===== config.mk =====
export PLATFORM = sky130hd
export DESIGN_NAME = adder_arbiter
export DESIGN_NICKNAME = d
export VERILOG_FILES = /design/src/rtl/adder_arbiter.sv
export SDC_FILE = /design/constraint.sdc
export NUM_CORES = 1
export LEC_CHECK = 0
export CAP_MARGIN = 20
export CORE_MARGIN = 10
export CORE_UTILIZATION = 40
export CTS_CLUSTER_DIAMETER = 80
export DETAILED_ROUTE_END_ITERATION = 10
export PLACE_DENSITY = 0.75
export REMOVE_ABC_BUFFERS = 1
export SYNTH_ARGS = -nofsm -noshare
export SYNTH_HDL_FRONTEND = slang
export SYNTH_HIERARCHICAL = 1
export SYNTH_SLANG_ARGS = --single-unit

===== constraint.sdc =====
create_clock -name clk_i -period 7 [get_ports clk_i]
set_clock_uncertainty 0.1 [all_clocks]
set_input_delay 1.4 -clock clk_i [delete_from_list [all_inputs] [get_ports clk_i]]
set_output_delay 1.4 -clock clk_i [all_outputs]
set_load 0.02 [all_outputs]

===== src/rtl/adder_arbiter.sv =====
// ---------------------------------------------------------------------------
// adder_arbiter
//   Two requesters share one 8-bit parallel_adder. A combinational
//   round-robin arbiter picks which requester feeds the adder. The 9-bit
//   sum and the winner's index go into a single result register, which
//   drains through a valid/ready handshake.
//
// Parameters
//   FIRST_PRIO   requester index (0 or 1) that wins the first tie after reset
//
// Ports
//   clk_i                      rising-edge clock
//   rst_i                      asynchronous active-high reset
//   req0_valid_i/a_i/b_i       requester 0 operand pair and valid
//   req0_ready_o               requester 0 transfer accepted this cycle
//   req1_valid_i/a_i/b_i       requester 1 operand pair and valid
//   req1_ready_o               requester 1 transfer accepted this cycle
//   res_valid_o                result register holds a valid sum
//   res_data_o                 9-bit unsigned sum (bit 8 = carry out)
//   res_id_o                   requester that produced res_data_o
//   res_ready_i                consumer accepts the result
//   gnt0_cnt_o, gnt1_cnt_o     saturating per-requester transfer counters,
//                              present only when ADDER_ARB_STATS_EN is defined
//
// Build option
//   ADDER_ARB_STATS_EN         adds the transfer counters and their ports
// ---------------------------------------------------------------------------

// parallel_adder: 8-bit adder with carry in/out; the one shared datapath
module parallel_adder (
  input  logic [7:0] a_i,
  input  logic [7:0] b_i,
  input  logic       cin_i,
  output logic [7:0] sum_o,
  output logic       cout_o
);

  // Zero-extend both operands so the carry lands in the ninth bit.
  always_comb begin
    {cout_o, sum_o} = {1'b0, a_i} + {1'b0, b_i} + {8'd0, cin_i};
  end

endmodule

module adder_arbiter #(
  parameter int FIRST_PRIO = 0
) (
  input  logic       clk_i,
  input  logic       rst_i,
  input  logic       req0_valid_i,
  input  logic [7:0] req0_a_i,
  input  logic [7:0] req0_b_i,
  output logic       req0_ready_o,
  input  logic       req1_valid_i,
  input  logic [7:0] req1_a_i,
  input  logic [7:0] req1_b_i,
  output logic       req1_ready_o,
  output logic       res_valid_o,
  output logic [8:0] res_data_o,
  output logic       res_id_o,
  input  logic       res_ready_i
`ifdef ADDER_ARB_STATS_EN
  ,
  output logic [15:0] gnt0_cnt_o,
  output logic [15:0] gnt1_cnt_o
`endif
);

  typedef enum logic {
    EMPTY = 1'b0,
    FULL  = 1'b1
  } state_e;

  // Reset lastGrant to the requester that should lose the first tie.
  // FIRST_PRIO then wins that tie.
  localparam logic RESET_LAST = (FIRST_PRIO == 0) ? 1'b1 : 1'b0;

  state_e     state_q, state_d;
  logic       lastGrant_q;
  logic [8:0] resData_q;
  logic       resId_q;

  logic       grantValid;
  logic       grantId;
  logic       canAccept;
  logic       transfer;
  logic [7:0] opA;
  logic [7:0] opB;
  logic [7:0] sum;
  logic       carry;

  // Arbitration: a lone valid requester always wins. On a tie, the
  // requester that did not win the last real transfer is chosen.
  always_comb begin
    grantValid = 1'b0;
    grantId    = 1'b0;
    if (req0_valid_i && req1_valid_i) begin
      grantValid = 1'b1;
      grantId    = ~lastGrant_q;
    end else if (req0_valid_i) begin
      grantValid = 1'b1;
      grantId    = 1'b0;
    end else if (req1_valid_i) begin
      grantValid = 1'b1;
      grantId    = 1'b1;
    end
  end

  // The result slot can take a new sum if it is empty, or if the consumer
  // drains it in this same cycle. Reset blocks any acceptance, so both
  // ready outputs stay low while rst_i is high.
  always_comb begin
    canAccept    = !rst_i && ((state_q == EMPTY) || res_ready_i);
    transfer     = grantValid && canAccept;
    req0_ready_o = transfer && (grantId == 1'b0);
    req1_ready_o = transfer && (grantId == 1'b1);
  end

  // Select the adder operands from the granted requester. Carry-in is
  // tied low.
  always_comb begin
    opA = grantId ? req1_a_i : req0_a_i;
    opB = grantId ? req1_b_i : req0_b_i;
  end

  parallel_adder u_adder (
    .a_i    (opA),
    .b_i    (opB),
    .cin_i  (1'b0),
    .sum_o  (sum),
    .cout_o (carry)
  );

  // Next-state logic for the result slot. A transfer always leaves it full.
  // A drain with no refill empties it. Otherwise it holds.
  always_comb begin
    state_d = state_q;
    case (state_q)
      EMPTY: begin
        if (transfer) state_d = FULL;
      end
      FULL: begin
        if (transfer)         state_d = FULL;
        else if (res_ready_i) state_d = EMPTY;
      end
      default: state_d = EMPTY;
    endcase
  end

  // State register. Reset discards any held result at once, with no
  // handshake.
  always_ff @(posedge clk_i or posedge rst_i) begin
    if (rst_i) state_q <= EMPTY;
    else       state_q <= state_d;
  end

  // Result, winner index and round-robin pointer change only on a real
  // transfer. The held result stays stable while the consumer stalls.
  always_ff @(posedge clk_i or posedge rst_i) begin
    if (rst_i) begin
      resData_q   <= 9'd0;
      resId_q     <= 1'b0;
      lastGrant_q <= RESET_LAST;
    end else if (transfer) begin
      resData_q   <= {carry, sum};
      resId_q     <= grantId;
      lastGrant_q <= grantId;
    end
  end

  assign res_valid_o = (state_q == FULL);
  assign res_data_o  = resData_q;
  assign res_id_o    = resId_q;

`ifdef ADDER_ARB_STATS_EN
  logic [15:0] gnt0Cnt_q;
  logic [15:0] gnt1Cnt_q;

  // Per-requester transfer counters. Each one sticks at all-ones instead
  // of wrapping.
  always_ff @(posedge clk_i or posedge rst_i) begin
    if (rst_i) begin
      gnt0Cnt_q <= 16'd0;
      gnt1Cnt_q <= 16'd0;
    end else begin
      if (req0_ready_o && (gnt0Cnt_q != 16'hFFFF)) gnt0Cnt_q <= gnt0Cnt_q + 16'd1;
      if (req1_ready_o && (gnt1Cnt_q != 16'hFFFF)) gnt1Cnt_q <= gnt1Cnt_q + 16'd1;
    end
  end

  assign gnt0_cnt_o = gnt0Cnt_q;
  assign gnt1_cnt_o = gnt1Cnt_q;
`endif

endmodule


# After elaboration in Yosys (flattened, before gate mapping)
# Cells that the tools add are included.
dict set report word_totals {
  ff_bits 12
  in_bits 37
  output_inout_bits 13
  word_cells 26
}
dict set report op_classes {
  n_addsub 1
  n_mux 11
  n_bitwise 3
  n_reduce_logical 7
}
# operator count
set ops {}
lappend ops {{$mux 8} 2}
lappend ops {{$add 8x8->9} 1}
lappend ops {{$mux 1} 8}
lappend ops {{$logic_and 1x1->1} 5}
lappend ops {{$not 1->1} 3}
lappend ops {{$pmux 1 s2} 1}
lappend ops {{$logic_not 1->1} 1}
lappend ops {{$logic_or 1x1->1} 1}

# Longest topological paths before layout
# Gate-level depths: netlist of run 1.
dict set report logic_depth {
  ltp_word 6
  depth_mapped 9
  ltp_nobuf 8
}

# By module
# The synthesis of run 1 kept the hierarchy.
# module n_inst cells_per_inst area_each_um2 seq_area_each_um2
set by_module_without_submodules {}
lappend by_module_without_submodules {adder_arbiter 1 52 738.2 301.5}
lappend by_module_without_submodules {parallel_adder 1 40 331.6 0.0}

# Worst setup path before layout of run 1
# OpenSTA, ideal clock, no wires.
dict set report synth_path {
  path_kind {in2reg}
  from {in req1_valid_i}
  to {reg resData_q[8] (netlist: res_data_o[8])}
  setup_ns 0.125
  t_arrival_ns 3.616
  required_ns 6.775
  path_slack_ns 3.159
  path_stages 9
  path_buffers 1
  path_cell_list {a21boi_1 -> buf_4 -> mux2_2 -> fa_1 -> fa_1 -> a21oi_1 -> o21a_1 -> o21ai_0 -> mux2_4}
}
dict set report synth_between {
  elab_chain_cells 5
  elab_cells_between_ends 10
  classes_between {add/sub (1); mux (7); reduce/logical (2)}
}
# element line_no
set synth_rtl {}
lappend synth_rtl {{from (decl)} 54} ;# input logic req1_valid_i,
lappend synth_rtl {{$mux 1} 103} ;# end else if (req1_valid_i) begin
lappend synth_rtl {{$mux 1} 100} ;# end else if (req0_valid_i) begin
lappend synth_rtl {{$mux 1 (*)} 97} ;# if (req0_valid_i && req1_valid_i) begin
lappend synth_rtl {{$mux 8 (*)} 122} ;# opA = grantId ? req1_a_i : req0_a_i;
lappend synth_rtl {{via opA[0]} 87} ;# logic [7:0] opA;
lappend synth_rtl {{$add 8x8->9 (*)} 40} ;# {cout_o, sum_o} = {1'b0, a_i} + {1'b0, b_i} + {8'd0, cin_i};
lappend synth_rtl {{via carry} 90} ;# logic carry;
lappend synth_rtl {{to (signal assigned)} 165} ;# resData_q <= {carry, sum};
lappend synth_rtl {{to (decl)} 80} ;# logic [8:0] resData_q;
# The timed path passes the listed nets; every way through them passes the cells marked *.
# A chain may end at the register's enable or synchronous reset.

# Worst setup path in the final report of run 1
dict set report layout_path {
  from {in req1_valid_i}
  to {out req1_ready_o}
}
dict set report layout_between {
  elab_chain_cells 5
  elab_cells_between_ends 8
  classes_between {mux (5); reduce/logical (3)}
}
# element line_no
set layout_rtl {}
lappend layout_rtl {{$mux 1} 103}
lappend layout_rtl {{$mux 1} 100}
lappend layout_rtl {{$mux 1} 97}
lappend layout_rtl {{$logic_and 1x1->1} 114} ;# transfer = grantValid && canAccept;
lappend layout_rtl {{$logic_and 1x1->1 (*)} 116} ;# req1_ready_o = transfer && (grantId == 1'b1);
lappend layout_rtl {{to (decl)} 57} ;# output logic req1_ready_o,
# Mark *: on every way between the ends. The rest lies on a longest branch, timed or not.

==> run metrics, run 1 <==
post-synth cell types 34; status complete, no violations; CTS tree yes; area delta synth->final 49.8%; FF-to-FF setup slack 3.65 ns; startpoint type of the worst setup path primary input; Top FF cell, synth dfrtp_1; Mapped Cells 92; met2 wire length 1270 um; Clock Path Buffers 2; Final Wtd Congestion 0.786; Skew-Pair Late Insertion Delay 0.27 ns; initial DRC count 50; cells on worst reg2reg path 8; largest family of logic cells by synthesized area multiplexers; Pint 263 uW; Util after Layout 63.5%; Yosys Warn Count 6; Clock Sinks 12; combinational power share between 50% and 60%; required time of the critical path 5.50 ns; GR Overflow Total 0; WL met1 ~1100 um; Routed Antenna Nets 0; final setup TNS 0 ns; post-cts resize count 0; core area 2520 um2; Vias 847; hold path depth 1; largest net degree at the start of global routing 21; CTS H-tree lvls 1; Mean Syn Cell Area 11.6 um2; Adder-Cell Fraction of Synth Area 11.9%; Post-Route WL 2560 um; full die area roughly 5000 um2; CP Data Arrival Time 3.48 ns; Die Y 71.7 um; Seq/Total Area, Yosys 28.2%; CP Capture Type output port; clock share of power 14.0%; # rows 18; uppermost layer routed met4; Net Sw Power roughly 140 uW; Critical Path Fanout Max 20; post-DP HPWL 2160 um; WS Path Type in -> out; complex-gate fraction of the synthesized area 13.3%; I/O Buffers 49; Reg power frac between 20% and 30%; IO Pins 50; # hold bufs at CTS 0; Final #Nets between 150 and 200; post-synthesis mux area share 31.2%; Sw Share 35.2%; critical-path cell list clkdlybuf4s50_1 > a21boi_2 > and2_1 > clkdlybuf4s50_1; Met3 Routed Length 150 um; # DRC 0; final hold viol count 0; CTS buffer count 3; Worst Tran Pin Value 0.975 ns; GRT Util Overall between 10% and 20%; # setup viols final 0; Reg2Reg Launch Point lastGrant_q; VDD IR max 0.000171 V; Root Driver clkbuf_4; fraction of registers with async set/reset 100%; worst hold path class reg -> reg; period utilization 71.1%; Static Leak about 0.00067 uW; First-pass DRT Iterations 4; vias in the first global route 913; Setup WS pre-CTS 1.97 ns; post-CTS setup buffers 0; antenna violations before repair 0; die width between 70 and 80 um; Synth Register Bits 12; Simple-Gate Fraction of Synth Area 6.32%; Post-synth EDFFs 0; Pins Over Slew Limit 0; cell mode on critical path clkdlybuf4s50_1; Worst R2R End res_data_o[6]; Cell Area, Synth approximately 1100 um2; routed len/inst 14.9 um; Power Dens Cells 253 nW/um2; Slew headroom 34.6%; layout cells sized above 1 a little over a quarter; crit path max-delay cell type a21boi_2; Worst Hold Launch res_data_o[0]; Vias/cell about 4.9; Fmax 0.201 GHz; first-pass GRT wire length between 4000 and 5000 um; clock-pin slew on the worst setup and hold paths around 0.08 ns; setup ws final between 2 and 2.5 ns; RSZ-0062 raised after global routing false; Post-Synth XOR/XNOR Area 3.27%; CP peak stage delay 0.76 ns; antenna diode count 0; Initial Util 42.4%; Hold Crit Endpoint res_data_o[0]; max-cap violations 0; minimum clock period after layout 4.98 ns
[cells in the final DEF, fill, tap and decap left out, drive strengths merged]
master,n
nand3b,1
fa,2
dfstp,1
xnor2,2
o21ai,2
a21boi,1
a311o,2
nor4,1
o21bai,2
clkbuf,4
a21o,2
o221a,1
nand2,2
nand2b,1
conb,1
o21a,1
xor2,2
nor3,1
nand3,2
nor2b,2
ha,7
nand4,1
and2,1
dfrtp,11
inv,6
mux2,27
a21oi,6
o211ai,1
clkdlybuf4s50,49
[registers in the layout (all words and copies together), names as in the netlist]
| signal | cells |
|---|---|
| res_data_o | 9 |
| lastGrant_q | 1 |
| res_id_o | 1 |
| res_valid_o | 1 |
[how the worst max path moves through the flow]
stage          cells after the start  slack, ns    startpoint            end
2_1_floorplan                      8       2.48  req1_valid_i  res_data_o[8]
3_3_place_gp                       4       2.03  req1_valid_i   req1_ready_o
3_5_place_dp                       4       1.97  req1_valid_i   req1_ready_o
4_1_cts                            4       1.97  req1_valid_i   req1_ready_o
5_1_grt                            4       1.89  req1_valid_i   req1_ready_o
6_report                           4       2.02  req1_valid_i   req1_ready_o
[power groups by stage]
stage / clock [uW] / sequential, uW / combinational [uW]
4_1_cts: 57.5 / 116 / 237
2_1_floorplan: 0 / 146 / 108
3_3_place_gp: 0 / 117 / 232
6_report: 56.5 / 115 / 234
5_1_grt: 61.8 / 119 / 253
3_5_place_dp: 0 / 116 / 237
[cell usage after synthesis (2+ instances only)]
master,instances,area (um2)
ha_1,7,87.6
buf_4,2,15.0
xnor2_1,2,17.5
a311o_1,2,20.0
nor2b_1,2,12.5
a21oi_1,4,20.0
nand3_1,2,10.0
a21o_1,2,15.0
o21ai_0,2,10.0
mux2_2,19,214
mux2_4,8,120
inv_1,5,18.8
nand2_1,2,7.51
dfrtp_1,11,275
xor2_1,2,17.5
fa_1,2,40.0
[layout make-up]
class	instances	area, um2
tap	30	37.5
timing repair buffer	49	490
inverter	6	22.5
sequential	12	302
multi-input combinational	71	714
clock buffer	4	36.3
fill	223	920
[through the flow]
step	area [um2]	hold WS, ns	total power (uW)	instances
finish	1600	0.412	405	172
CTS	1600	0.414	411	172
floorplan	1030	0.511	254	89
detailed placement	1570	0.391	353	168
global placement	1570	0.390	349	168
global route	1600	0.431	435	172
[per-layer routing]
layer | vias up | global-route usage, %
li1 | 432 | -
met1 | 388 | 11.2
met2 | 25 | 16.8
met3 | 2 | 2.48
met4 | 0 | 6.45
met5 | - | 0
[critical path, delay by kind of cell]
kind	cells	cell delay (ns)
compound gates	1	0.76
buf+inv	2	1.09
simple gates	1	0.22
[kinds of logic (layout without fill, tap and decap cells)]
group,after synthesis,count (layout)
buffers and inverters,9,59
AO/OA/AOI/OAI,18,18
AND/OR/NAND/NOR,12,12
multiplexers,27,27
adder cells (fa/ha/maj),9,9
flip-flops,12,12
XOR/XNOR,4,4
other,1,1
No activity file was read; power rests on OpenSTA's default activity.
==> run 2, diff against run 1 <==
==> constraint.sdc (replaced) <==
create_clock -name clk_i -period 4.8 [get_ports clk_i]
set_clock_uncertainty 0.1 [all_clocks]
set_input_delay 0.96 -clock clk_i [delete_from_list [all_inputs] [get_ports clk_i]]
set_output_delay 0.96 -clock clk_i [all_outputs]
set_load 0.02 [all_outputs]
==> run 2 against run 1 <==
First-iteration DRC count shrank 44%. Die area unchanged. Final area up 0.47%. Sequential share of layout area shrank 0.088 points. Final cell count increased by 0.58%. Clock power up 44%. Critical path depth grew 1. Global-route usage rose by 0.78 points. Largest cell class unchanged. Highest routed layer unchanged.
==> run metrics, run 2 (synthesis gave the netlist of run 1 again) <==
status complete, no violations (unchanged); I/O Buffers 49 (unchanged); layout cells sized above 1 27.3% (was 26.8%); max-cap violations 0 (unchanged); startpoint type of the worst setup path primary input (unchanged); post-CTS setup buffers 0 (unchanged); Power Dens Cells 371 nW/um2 (was 253 nW/um2); CP Data Arrival Time 2.82 ns (was 3.48 ns); final hold viol count 0 (unchanged); core area 2520 um2 (unchanged); CP peak stage delay 0.60 ns (was 0.76 ns); clock-pin slew on the worst setup and hold paths 0.08 ns (about the same); Cell Area, Placed 1570 um2 (about the same); most common cell after layout, fill and taps aside clkdlybuf4s50_1 (unchanged); area delta synth->final 50.5% (was 49.8%); RSZ-0062 raised after global routing false (unchanged); overall power 597 uW (was 405 uW); routed len/inst 15.9 um (was 14.9 um); critical-path cell list clkdlybuf4s50_1 > o21bai_2 > a21oi_4 > and2_1 > clkdlybuf4s50_1 (was clkdlybuf4s50_1 > a21boi_2 > and2_1 > clkdlybuf4s50_1); initial DRC count 28 (was 50); full die area 5140 um2 (unchanged); antenna violations before repair 0 (unchanged); vias in the first global route 997 (was 913); Vias 887 (was 847); Static Leak 0.000673 uW (was 0.000668 uW); CP bufs+invs 2 (unchanged); crit path max-delay cell type clkdlybuf4s50_1 (was a21boi_2); GR Overflow Total 0 (unchanged); largest net degree at the start of global routing 15 (was 21); # DRC 0 (unchanged); # hold bufs at CTS 0 (unchanged); Die Y 71.7 um (unchanged); GRT Util Overall 10.9% (was 10.1%); minimum clock period after layout ~3.9 ns; Critical Path Fanout Max 13 (was 20); CP Capture Type output port (unchanged); Post-Route WL 2760 um (was 2560 um); Fmax 0.258 GHz; first-pass GRT wire length 4610 um (was 4210 um); worst hold path class reg -> reg (unchanged); # rows 18 (unchanged); cell mode on critical path clkdlybuf4s50_1 (unchanged); max FFs per register 9 (unchanged); Worst Tran Pin Value 0.513 ns (was 0.975 ns); final setup TNS 0 ns (unchanged); First-pass DRT Iterations 4 (unchanged); IO Pins 50 (unchanged); Root Driver clkbuf_4 (unchanged); Final #Nets 190 (was 189); CTS H-tree lvls 1 (unchanged); VDD IR max 0.000233 V (was 0.000171 V); filler cell count 211 (was 223); Clock Sinks 12 (unchanged); CTS buffer count 3 (unchanged); post-DP HPWL 2340 um (was 2160 um); Vias/cell 5.13 (was 4.92); most frequent cells in the layout clkdlybuf4s50_1, mux2_2, dfrtp_1, mux2_4, ha_1 (unchanged); Slew headroom 65.8% (was 34.6%); Initial Util 42.4% (unchanged); # setup viols final 0 (unchanged); Routed Antenna Nets 0 (unchanged); Clock Path Buffers 2 (unchanged); WS Path Type in -> out (unchanged); antenna diode count 0 (unchanged); required time of the critical path 3.74 ns (was 5.50 ns); post-cts resize count 0 (unchanged); CP delay by family, top buffers and inverters (unchanged); die width 71.7 um (unchanged); final instance area 1610 um2 (was 1600 um2); Pins Over Slew Limit 0 (unchanged); Final Wtd Congestion 0.742 (was 0.786); Skew-Pair Late Insertion Delay 0.27 ns (about the same); period utilization 80.9%; CTS tree yes (unchanged)
-- run 2: changes by cell type in the layout (fill, tap and decap cells not counted), sizes merged --
| cell | before | now |
|---|---|---|
| buf | 0 | 1 |
-- run 2: cell type report --
class,count,area (um2),area share (%)
Multi-Input combinational cell,71,714,44.4
Timing Repair Buffer,50,498,30.9
Sequential cell,12,302,18.7
Tap cell,30,37.5,2.33
Clock buffer,4,36.3,2.25
Inverter,6,22.5,1.40
-- run 2: worst paths after layout --
| kind | slack, ns | cells past startpoint | start | end |
|---|---|---|---|---|
| max | 0.92 | 5 | rst_i | req1_ready_o |
| min | 0.42 | 1 | res_data_o[0] | res_data_o[0] |
| max reg2reg | 1.86 | 8 | lastGrant_q | res_data_o[8] |
| min reg2reg | 0.42 | 1 | res_data_o[0] | res_data_o[0] |
| max in group asynchronous | 3.32 | 2 | rst_i | lastGrant_q |
| min in group asynchronous | 0.93 | 2 | rst_i | res_data_o[3] |
-- run 2: where the power goes --
group / switching, uW / total (uW) / internal, uW
Clock: 35.1 / 81.1 / 46.0
Combinational: 150 / 346 / 196
Sequential: 26.4 / 169 / 143
Total: 212 / 597 / 385
-- run 2: per-layer routing --
layer  GRT usage (%)  routed length, um  up-vias
met5               0                  0        -
met4            5.81                 31        0
met3            2.62                166        2
met2            19.2               1480       33
met1            11.6               1070      416
li1                -                  -      436
-- run 2: metrics by stage --
| stage | cells | hold WS, ns | worst slack [ns] | util [%] |
|---|---|---|---|---|
| after floorplan | 89 | 0.511 | 0.720 | - |
| after global placement | 169 | 0.392 | 0.848 | 62.4 |
| after detailed placement | 169 | 0.401 | 0.728 | 62.4 |
| after CTS | 173 | 0.426 | 0.907 | 63.8 |
| after global routing | 173 | 0.439 | 0.796 | 63.8 |
| final | 173 | 0.422 | 0.918 | 63.8 |
-- run 2: worst register-to-register path: cells and delay by family (launching register included) --
kind                     cells  cell delay, ns
flip-flops                   1            0.38
multiplexers                 2            0.66
AO/OA/AOI/OAI                4            0.83
adder cells (fa/ha/maj)      2            0.87
